$ cat src/rtl/map_pkg.sv
// Shared types and helpers for the map router: mode width default, the map
// table field layout and the identity initialiser used at reset.
package map_pkg;

  localparam int MAP_MODE_W = 4;
  // Widest source index the field can hold. Narrower builds zero-extend into it.
  localparam int MAP_SRC_W  = 8;

  typedef struct packed {
    logic                 vld;
    logic [MAP_SRC_W-1:0] src;
  } map_field_t;

  // Identity mapping: slot s takes lane s when that lane exists.
  function automatic map_field_t map_ident(input int slot, input int n_in);
    map_field_t f;
    f.vld = (slot < n_in);
    f.src = MAP_SRC_W'(slot);
    return f;
  endfunction

endpackage

$ cat src/rtl/map_router_if.sv
// Beat interface between the L1 ALU lanes and the L2 ALU slots. The master
// side produces input beats and consumes output beats. The slave side is the router.
interface map_router_if #(
  parameter int N_IN   = 4,
  parameter int N_OUT  = 8,
  parameter int DW     = 16,
  parameter int MODE_W = map_pkg::MAP_MODE_W
);
  logic                  in_valid;
  logic                  in_ready;
  logic [N_IN*DW-1:0]    in_data;
  logic                  out_valid;
  logic                  out_ready;
  logic [N_OUT*DW-1:0]   out_data;
  logic [MODE_W-1:0]     out_mode;

  modport master (
    output in_valid, in_data, out_ready,
    input  in_ready, out_valid, out_data, out_mode
  );

  modport slave (
    input  in_valid, in_data, out_ready,
    output in_ready, out_valid, out_data, out_mode
  );
endinterface

$ cat src/rtl/map_fifo2.sv
// Two-entry FIFO with registered status. full_o depends on stored state only,
// so the upstream ready signal has no combinational path from pop_i.
module map_fifo2 #(
  parameter int WIDTH = 8
) (
  input  logic             clk,
  input  logic             rst,
  input  logic             push_i,
  input  logic             pop_i,
  input  logic [WIDTH-1:0] din_i,
  output logic [WIDTH-1:0] dout_o,
  output logic             valid_o,
  output logic             full_o
);

  logic [WIDTH-1:0] mem_q [2];
  logic             wr_ptr_q, rd_ptr_q;
  logic [1:0]       cnt_q, cnt_d;
  logic             push_ok, pop_ok;

  assign push_ok = push_i && (cnt_q != 2'd2);
  assign pop_ok  = pop_i  && (cnt_q != 2'd0);
  assign cnt_d   = cnt_q + 2'(push_ok) - 2'(pop_ok);

  assign dout_o  = mem_q[rd_ptr_q];
  assign valid_o = (cnt_q != 2'd0);
  assign full_o  = (cnt_q == 2'd2);

  // NOTE: storage is reset here, although FIFO storage normally is not, because
  // the head entry drives out_data and must read as zero after reset.
  // NOTE: sequential state uses non-blocking assignments so every register
  // samples pre-edge values regardless of statement order.
  always_ff @(posedge clk) begin
    if (!rst) begin
      mem_q[0] <= '0;
      mem_q[1] <= '0;
      wr_ptr_q <= 1'b0;
      rd_ptr_q <= 1'b0;
      cnt_q    <= 2'd0;
    end else begin
      if (push_ok) mem_q[wr_ptr_q] <= din_i;
      wr_ptr_q <= wr_ptr_q ^ push_ok;
      rd_ptr_q <= rd_ptr_q ^ pop_ok;
      cnt_q    <= cnt_d;
    end
  end

endmodule

$ cat src/rtl/map_router.sv
// Lane-to-slot router: each output slot takes one input lane or zero, per a
// per-mode map table. Mapped beats are buffered in a 2-entry FIFO (1-cycle latency).
module map_router
  import map_pkg::*;
#(
  parameter int N_IN   = 4,
  parameter int N_OUT  = 8,
  parameter int DW     = 16,
  parameter int MODE_W = MAP_MODE_W,
  localparam int SW    = (N_IN  > 1) ? $clog2(N_IN)  : 1,
  localparam int SLW   = (N_OUT > 1) ? $clog2(N_OUT) : 1
) (
  input  logic              clk,
  input  logic              rst,
  input  logic              mode_en,
  input  logic [MODE_W-1:0] mode_in,
  map_router_if.slave       bus,
  input  logic              cfg_we,
  input  logic [MODE_W-1:0] cfg_mode,
  input  logic [SLW-1:0]    cfg_slot,
  input  logic [SW-1:0]     cfg_src,
  input  logic              cfg_vld,
  output logic              cfg_err,
  output logic [15:0]       beat_cnt
);

  localparam int N_MODES = 2 ** MODE_W;
  localparam int FW      = N_OUT * DW + MODE_W;

  map_field_t           table_q [N_MODES][N_OUT];
  logic [MODE_W-1:0]    mode_q, mode_sel;
  logic                 cfg_err_q;
  logic [15:0]          beat_cnt_q, beat_cnt_d;
  logic [N_OUT*DW-1:0]  mapped;
  map_field_t           fld;
  logic                 cfg_ok, accept, pop, fifo_full;

  assign mode_sel = mode_en ? mode_in : mode_q;
  assign cfg_ok   = cfg_we && (int'(cfg_src) < N_IN);
  assign accept   = bus.in_valid && !fifo_full;
  assign pop      = bus.out_valid && bus.out_ready;

  // NOTE: every variable written here gets a default first, otherwise a slot
  // without a valid source would hold its old value and infer a latch.
  always_comb begin
    mapped = '0;
    fld    = '0;
    for (int s = 0; s < N_OUT; s++) begin
      fld = table_q[mode_sel][s];
      if (fld.vld && (int'(fld.src) < N_IN))
        mapped[(N_OUT-1-s)*DW +: DW] = bus.in_data[(N_IN-1-int'(fld.src))*DW +: DW];
    end
  end

  assign beat_cnt_d = (pop && beat_cnt_q != 16'hFFFF) ? beat_cnt_q + 16'd1 : beat_cnt_q;

  // Table writes land at the edge, so a beat accepted alongside still sees the old map.
  always_ff @(posedge clk) begin
    if (!rst) begin
      for (int m = 0; m < N_MODES; m++)
        for (int s = 0; s < N_OUT; s++)
          table_q[m][s] <= map_ident(s, N_IN);
      mode_q     <= '0;
      cfg_err_q  <= 1'b0;
      beat_cnt_q <= '0;
    end else begin
      if (cfg_ok)
        table_q[cfg_mode][cfg_slot] <= '{vld: cfg_vld, src: MAP_SRC_W'(cfg_src)};
      mode_q     <= mode_sel;
      cfg_err_q  <= cfg_we && !cfg_ok;
      beat_cnt_q <= beat_cnt_d;
    end
  end

  map_fifo2 #(.WIDTH(FW)) u_fifo (
    .clk     (clk),
    .rst     (rst),
    .push_i  (accept),
    .pop_i   (pop),
    .din_i   ({mapped, mode_sel}),
    .dout_o  ({bus.out_data, bus.out_mode}),
    .valid_o (bus.out_valid),
    .full_o  (fifo_full)
  );

  assign bus.in_ready = !fifo_full;
  assign cfg_err      = cfg_err_q;
  assign beat_cnt     = beat_cnt_q;

endmodule

$ cat src/flat_wrapper.sv
// flat-port wrapper written by rule: the top's interface ports become plain ports
module map_router_flat import map_pkg::*;
#(
  parameter int N_IN   = 4,
  parameter int N_OUT  = 8,
  parameter int DW     = 16,
  parameter int MODE_W = MAP_MODE_W,
  localparam int SW    = (N_IN  > 1) ? $clog2(N_IN)  : 1,
  localparam int SLW   = (N_OUT > 1) ? $clog2(N_OUT) : 1
)
  (clk, rst, mode_en, mode_in, cfg_we, cfg_mode, cfg_slot, cfg_src, cfg_vld, cfg_err, beat_cnt, bus_in_valid, bus_in_data, bus_out_ready, bus_in_ready, bus_out_valid, bus_out_data, bus_out_mode);
  map_router_if #(.N_IN(N_IN), .N_OUT(N_OUT), .DW(DW), .MODE_W(MODE_W)) bus_i ();
  input  logic clk;
  input  logic rst;
  input  logic mode_en;
  input  logic [MODE_W-1:0] mode_in;
  input  logic cfg_we;
  input  logic [MODE_W-1:0] cfg_mode;
  input  logic [SLW-1:0] cfg_slot;
  input  logic [SW-1:0] cfg_src;
  input  logic cfg_vld;
  output logic cfg_err;
  output logic [15:0] beat_cnt;
  input wire logic [$bits(bus_i.in_valid)-1:0] bus_in_valid;
  input wire logic [$bits(bus_i.in_data)-1:0] bus_in_data;
  input wire logic [$bits(bus_i.out_ready)-1:0] bus_out_ready;
  output wire logic [$bits(bus_i.in_ready)-1:0] bus_in_ready;
  output wire logic [$bits(bus_i.out_valid)-1:0] bus_out_valid;
  output wire logic [$bits(bus_i.out_data)-1:0] bus_out_data;
  output wire logic [$bits(bus_i.out_mode)-1:0] bus_out_mode;
  assign bus_i.in_valid = bus_in_valid;
  assign bus_i.in_data = bus_in_data;
  assign bus_i.out_ready = bus_out_ready;
  assign bus_in_ready = bus_i.in_ready;
  assign bus_out_valid = bus_i.out_valid;
  assign bus_out_data = bus_i.out_data;
  assign bus_out_mode = bus_i.out_mode;
  map_router #(.N_IN(N_IN), .N_OUT(N_OUT), .DW(DW), .MODE_W(MODE_W)) u_core (.clk(clk), .rst(rst), .mode_en(mode_en), .mode_in(mode_in), .bus(bus_i), .cfg_we(cfg_we), .cfg_mode(cfg_mode), .cfg_slot(cfg_slot), .cfg_src(cfg_src), .cfg_vld(cfg_vld), .cfg_err(cfg_err), .beat_cnt(beat_cnt));
endmodule
$ cat config.mk
export PLATFORM = sky130hd
export DESIGN_NAME = map_router_flat
export DESIGN_NICKNAME = d
export VERILOG_FILES = /design/src/rtl/map_pkg.sv /design/src/rtl/map_router_if.sv /design/src/rtl/map_fifo2.sv /design/src/rtl/map_router.sv /design/src/flat_wrapper.sv
export SDC_FILE = /design/constraint.sdc
export NUM_CORES = 2
export LEC_CHECK = 0
export ABC_AREA = 1
export ABC_CLOCK_PERIOD_IN_PS = 6440
export BUFFER_PORTS_ARGS = -buffer_cell sky130_fd_sc_hd__buf_4
export CAP_MARGIN = 20
export CORE_ASPECT_RATIO = 1.25
export CORE_MARGIN = 2
export CORE_UTILIZATION = 35
export DETAILED_ROUTE_END_ITERATION = 12
export GPL_TIMING_DRIVEN = 1
export PLACE_DENSITY = 0.56
export SKIP_CTS_REPAIR_TIMING = 1
export SLEW_MARGIN = 25
export SYNTH_ARGS = -nofsm -noshare
export SYNTH_HDL_FRONTEND = slang
export SYNTH_SLANG_ARGS = --single-unit
$ cat constraint.sdc
create_clock -name clk -period 6.44 [get_ports clk]
set_input_delay 0.966 -clock clk [delete_from_list [all_inputs] [get_ports clk]]
set_output_delay 0.966 -clock clk [all_outputs]
set_load 0.005 [all_outputs]
# Word-level counts from Yosys, hierarchy flattened
# Memories as Yosys holds them, arrays and structs flattened. A register that Yosys moved wholly into a read port is not among the register bits.
# Index checks and enable logic that the tools add are counted.
op_classes:
  magnitude_cmp: 10
  muxes: 25
  eq_ne: 3
  addsub: 11
  mul: 0
  n_shift: 8
  n_reduce_logical: 18
  bitwise_logic: 3
  n_div: 0
ops:
  columns: ["operator", "n"]
  rows:
  - ["64-bit by 32-bit indexed part select with 16-bit output", 8]
  - ["132-bit two-way mux", 1]
  - ["132-bit OR reduction", 1]
  - ["16-bit two-way mux", 8]
  - ["72-bit two-way mux", 1]
  - ["2-bit by 8-bit subtractor with 9-bit output, first input constant", 8]
  - ["8-bit by 3-bit < comparator with 1-bit output, second input constant", 8]
  - ["28-bit two-way mux", 2]
  - ["28-bit OR reduction", 1]
  - ["9-bit demux with 3-bit select", 1]
  - ["16-bit by 1-bit adder with 16-bit output, second input constant", 1]
  - ["16-bit != test, second input constant", 1]
  - ["1-bit logical AND", 14]
  - ["1-bit two-way mux", 9]
  - ["9-bit two-way mux", 1]
  - ["4-bit two-way mux", 2]
  - ["4-bit >= comparator, second input constant", 1]
  - ["4-bit by 1-bit < comparator with 1-bit output, second input constant", 1]
  - ["3-bit NOT with 4-bit output", 1]
  - ["2-bit by 1-bit adder with 2-bit output", 1]
  - ["2-bit equality test, second input constant", 1]
  - ["2-bit != test, second input constant", 1]
  - ["2-bit nonzero test", 1]
  - ["2-bit by 1-bit subtractor with 2-bit output", 1]
  - ["other kinds (2)", 3]
word_totals:
  input_bits: 84
  memories: 2
  regBits: 24
  latchBits: 0
  rom_bits: 0
  out_inout_bits: 151
  mem_bits_rw: 712
  word_cells: 85
memory_table:
  columns: ["memory", "words", "word_bits", "rd", "rd_ports_with_merged_regs", "write_ports", "line", "source"]
  rows:
  - ["u_core.table_q", 16, 28, 1, 0, 16, "map_router.sv:30", "map_field_t table_q [N_MODES][N_OUT];"]
  - ["u_core.u_fifo.mem_q", 2, 132, 1, 1, 2, "map_fifo2.sv:16", "logic [WIDTH-1:0] mem_q [2];"]

# Depth between registers and ports, before layout
depth:
  word_depth: 9
  depth_mapped: 17
  mapped_depth_nobuf: 13

# Cells and area by module
# A second synthesis with hierarchy kept.
hier_totals:
  cells_unflattened: 4549
  hier_area_um2: 38794.7
by_module_without_submodules:
  columns: ["module", "area_each_um2", "seq_area_each_um2", "instances", "cells_each"]
  rows:
  - ["map_router", 27281.2, 13212.7, 1, 3673]
  - ["map_fifo2", 11513.5, 8027.7, 1, 876]

# Worst setup path before layout
# No wires, ideal clock.
synth_path:
  kind: "input-to-reg"
  start: "input rst"
  end: "memory u_core.u_fifo.mem_q[0][0] in the netlist's numbering (enable)"
  setup_slack_ns: 1.122
  n_path_buf: 4
  setup_time_ns: 1.135
  path_stages: 5
  t_arrival_ns: 4.183
  required_time_ns: 5.305
  cell_sequence: "clkbuf_1 > clkbuf_1 > clkbuf_1 > clkbuf_1 > nand2_1"
synth_rtl:
  columns: ["element", "line", "source"]
  rows:
  - ["start, declared", "flat_wrapper.sv:14", "input logic rst;"]
  - ["end, declared", "map_fifo2.sv:16", null]

==> out/results.tsv <==
stage	metric	value	unit
global_routing	grt_antenna_before_repair	1	
pwr	vdd_drop_max	0.185	mV
pwr	p_per_area	310	mW/mm^2
route	ant_nets	0	
placement	placed_area	0.0407	mm^2
cells_and_area	regArea	0.0212	mm^2
cells_and_area	nFillCells	10700	
cells_and_area	finalInstanceArea	0.0433	mm^2
timing	slew_headroom	24.2	%
timing	finalHoldViolations	0	
yosys	syn_area	0.0380	mm^2
critical_path	startpoint_type	input pin	
worst_hold_path	min_path_type	reg2reg	
yosys	syn-num-nets	4443	
clock_network	path_clk_slew	0.06	ns
pwr	p_leak	0.0176	uW
timing	finalSetupViolations	0	
clock_network	cts_max_level	3	
clock_network	cts.sinks	737	
critical_path	path_class	in2reg	
route	vias	31800	
timing	min_period	4.32	ns
die	ios	235	
die	die_h	372	um
placement	pre_cts_ws	1.53	ns
cells_and_area	multi_input_area	0.0140	mm^2
timing	skew	0.0315	ns
timing	rsz0062_at_grt	no	
timing	worst_slew_pin_slew	1.13	ns
cells_and_area	drive_gt1_share	13.6	%
yosys	syn_avg_cell_area	8.72	um^2
global_routing	grt_pass1_vias	29900	
die	rows	135	
die	dieArea	0.111	mm^2
clock_network	worstSkewPairLatency	0.68	ns
route	dr.first_iter.drc_count	3283	
cells_and_area	finalNetCount	4514	
status	outcome	finished clean	
job	maxCapViolCount	0	
global_routing	grt_pass1_wl	188	mm
yosys	yosys-top-cells-area	edfxtp_1 51%, nand3_1 12%, nand2_1 8.4%, nor2_1 6.9%, dfxtp_1 4.7%	
yosys	synth.top_cell.area_share	51.2	%
timing	fin_setup_tns	0	ns
yosys	ys_seq_area_share	55.9	%
placement	hpwlAfterDp	82.1	mm
timing	drv_slew	0	
yosys	synth_seq_cells	737	
yosys	ys_warn_count	0	
cells_and_area	layout_commonest_cell	nand3_1	
clock_network	clockBufferDepth	3	
clock_network	cts_buffers	76	
die	core	0.108	mm^2
timing	worst_slack	2.12	ns
route	firstDrtPassIters	8	
clock_network	root_buffer	clkbuf_16	
global_routing	grt_start_max_net_pins	195	
critical_path	required	6.97	ns
global_routing	overflow	0	
route	drc_errors	0	
route	routedWlPerCell	21.5	um
die	die_width	299	um
critical_path	arrival	4.85	ns
critical_path	worstPathMaxFanout	112	
yosys	ys_types	36	
yosys	synth_largest_area_cell	edfxtp_1	
clock_network	cts_tree	built	
timing	fin_crit_sh	67.0	%
global_routing	track_usage	22.3	%
yosys	netlist_instances	4356	
cells_and_area	syn_to_final_growth	14.1	%
die	start_util	35.2	%
placement	io_buffers	233	
timing	timing.fmax	232	MHz
cells_and_area	final_cell_mix	875 x nand3_1, 840 x nand2_1, 692 x nor2_1	
critical_path	cp-end-kind	flop	
placement	gp_congestion	0.976	
route	totalWireLength	127	mm
route	viasPerCell	5.36	
-- state kept, by name, summed over array words and instances, names as in the netlist, named ones only --
register	cells
u_core.u_fifo.rd_ptr_q	1
u_core.table_q	448
u_core.mode_q	4
u_core.beat_cnt	16
u_core.u_fifo.cnt_q	2
u_core.u_fifo.mem_q	264
u_core.u_fifo.wr_ptr_q	1
-- final timing paths --
| check | from | to | slack, ns | cells past startpoint |
|---|---|---|---|---|
| setup / recovery | mode_en | u_core.u_fifo.mem_q[1][124]$_SDFFCE_PN0P_ | 2.12 | 12 |
| hold / removal | u_core.table_q[8][2]$_SDFFE_PP0N_ | u_core.table_q[8][2]$_SDFFE_PP0N_ | 0.45 | 2 |
| setup reg to reg | u_core.mode_q[1]$_SDFF_PN0_ | u_core.u_fifo.mem_q[1][36]$_SDFFCE_PN0P_ | 2.40 | 15 |
| hold reg to reg | u_core.table_q[8][2]$_SDFFE_PP0N_ | u_core.table_q[8][2]$_SDFFE_PP0N_ | 0.45 | 2 |
-- cell families after synthesis --
| logic type | count (synthesis) | synth area share [%] |
|---|---|---|
| AOI/OAI and AO/OA | 364 | 4.97 |
| buffers and inverters | 651 | 7.28 |
| muxes | 132 | 3.91 |
| and+or+nand+nor | 2463 | 27.7 |
| xor gates and xnor gates | 5 | 0.115 |
| DFF | 737 | 55.9 |
| adders and majority gates | 3 | 0.0989 |
| other | 1 | 0.00988 |
-- stage by stage --
step / instances / hold WS [ns] / util (%) / total power (uW)
3_3_place_gp: 5787 / 0.436 / 37.7 / 8790
5_1_grt: 5929 / 0.475 / 40.2 / 13900
2_1_floorplan: 4356 / 0.425 / - / 7640
3_5_place_dp: 5787 / 0.440 / 37.7 / 8810
4_1_cts: 5929 / 0.448 / 40.1 / 13500
6_report: 5930 / 0.453 / 40.2 / 13400
-- power breakdown --
group / switching, uW / internal, uW / leakage [uW]
Clock: 1990 / 2710 / 0.00127
Sequential: 147 / 5610 / 0.00719
Combinational: 1930 / 1040 / 0.00917
-- synth_stat cells --
library cell  instances
o211ai_1             16
o21ai_2               2
nor2_4                1
nand3b_1              4
nand3_1             875
buf_1                11
nand2_4               5
ha_1                  3
xor2_1                3
o21ai_1              10
buf_6                12
or2_1                 5
or2_2                 1
inv_2                16
o21a_1                1
nand2_1             845
clkbuf_1            166
nand3_2               6
edfxtp_1            648
o31ai_1               1
nand4_1               3
nor4_1                2
or2_0                 2
nor2_1              696
conb_1                1
xnor2_1               2
o21ai_0             198
mux2_2              132
o21ai_4               1
nand2_2              14
inv_1               327
buf_4                32
buf_2                87
nor3_1                4
dfxtp_1              89
a21oi_1             135
-- area by class of cell --
cell class | count | area share [%]
repair buffers | 301 | 5.46
flip-flops and latches | 737 | 49.0
clock buffers | 92 | 4.57
well taps | 1438 | 4.15
diodes | 1 | 0.00577
clock inverters | 50 | 1.46
multi-input cells | 2968 | 32.4
inverters | 343 | 2.98
-- per-layer routing --
layer | part of all wire (%) | global-route usage [%] | routed length (um) | vias up
met2 | 49 | 38.6 | 62200 | 1459
met5 | 0.0079 | 0 | 10 | -
met1 | 38 | 26.5 | 48700 | 15200
met4 | 5.2 | 10.9 | 6580 | 2
li1 | - | - | - | 14800
met3 | 7.7 | 4.45 | 9820 | 354
-- critical path: stages --
cell and delay (ns):
buf_4 0.18, nand2_4 0.42, nand2_8 0.49, nand2_1 0.21, nand3_1 0.12, nand3_1 0.16, nand3_2 0.59, nand2_1 1.09
nand2_1 0.13, nand3_1 0.13, nand3_1 0.14, nor2_1 0.12
(Power assumes the default switching activity.)
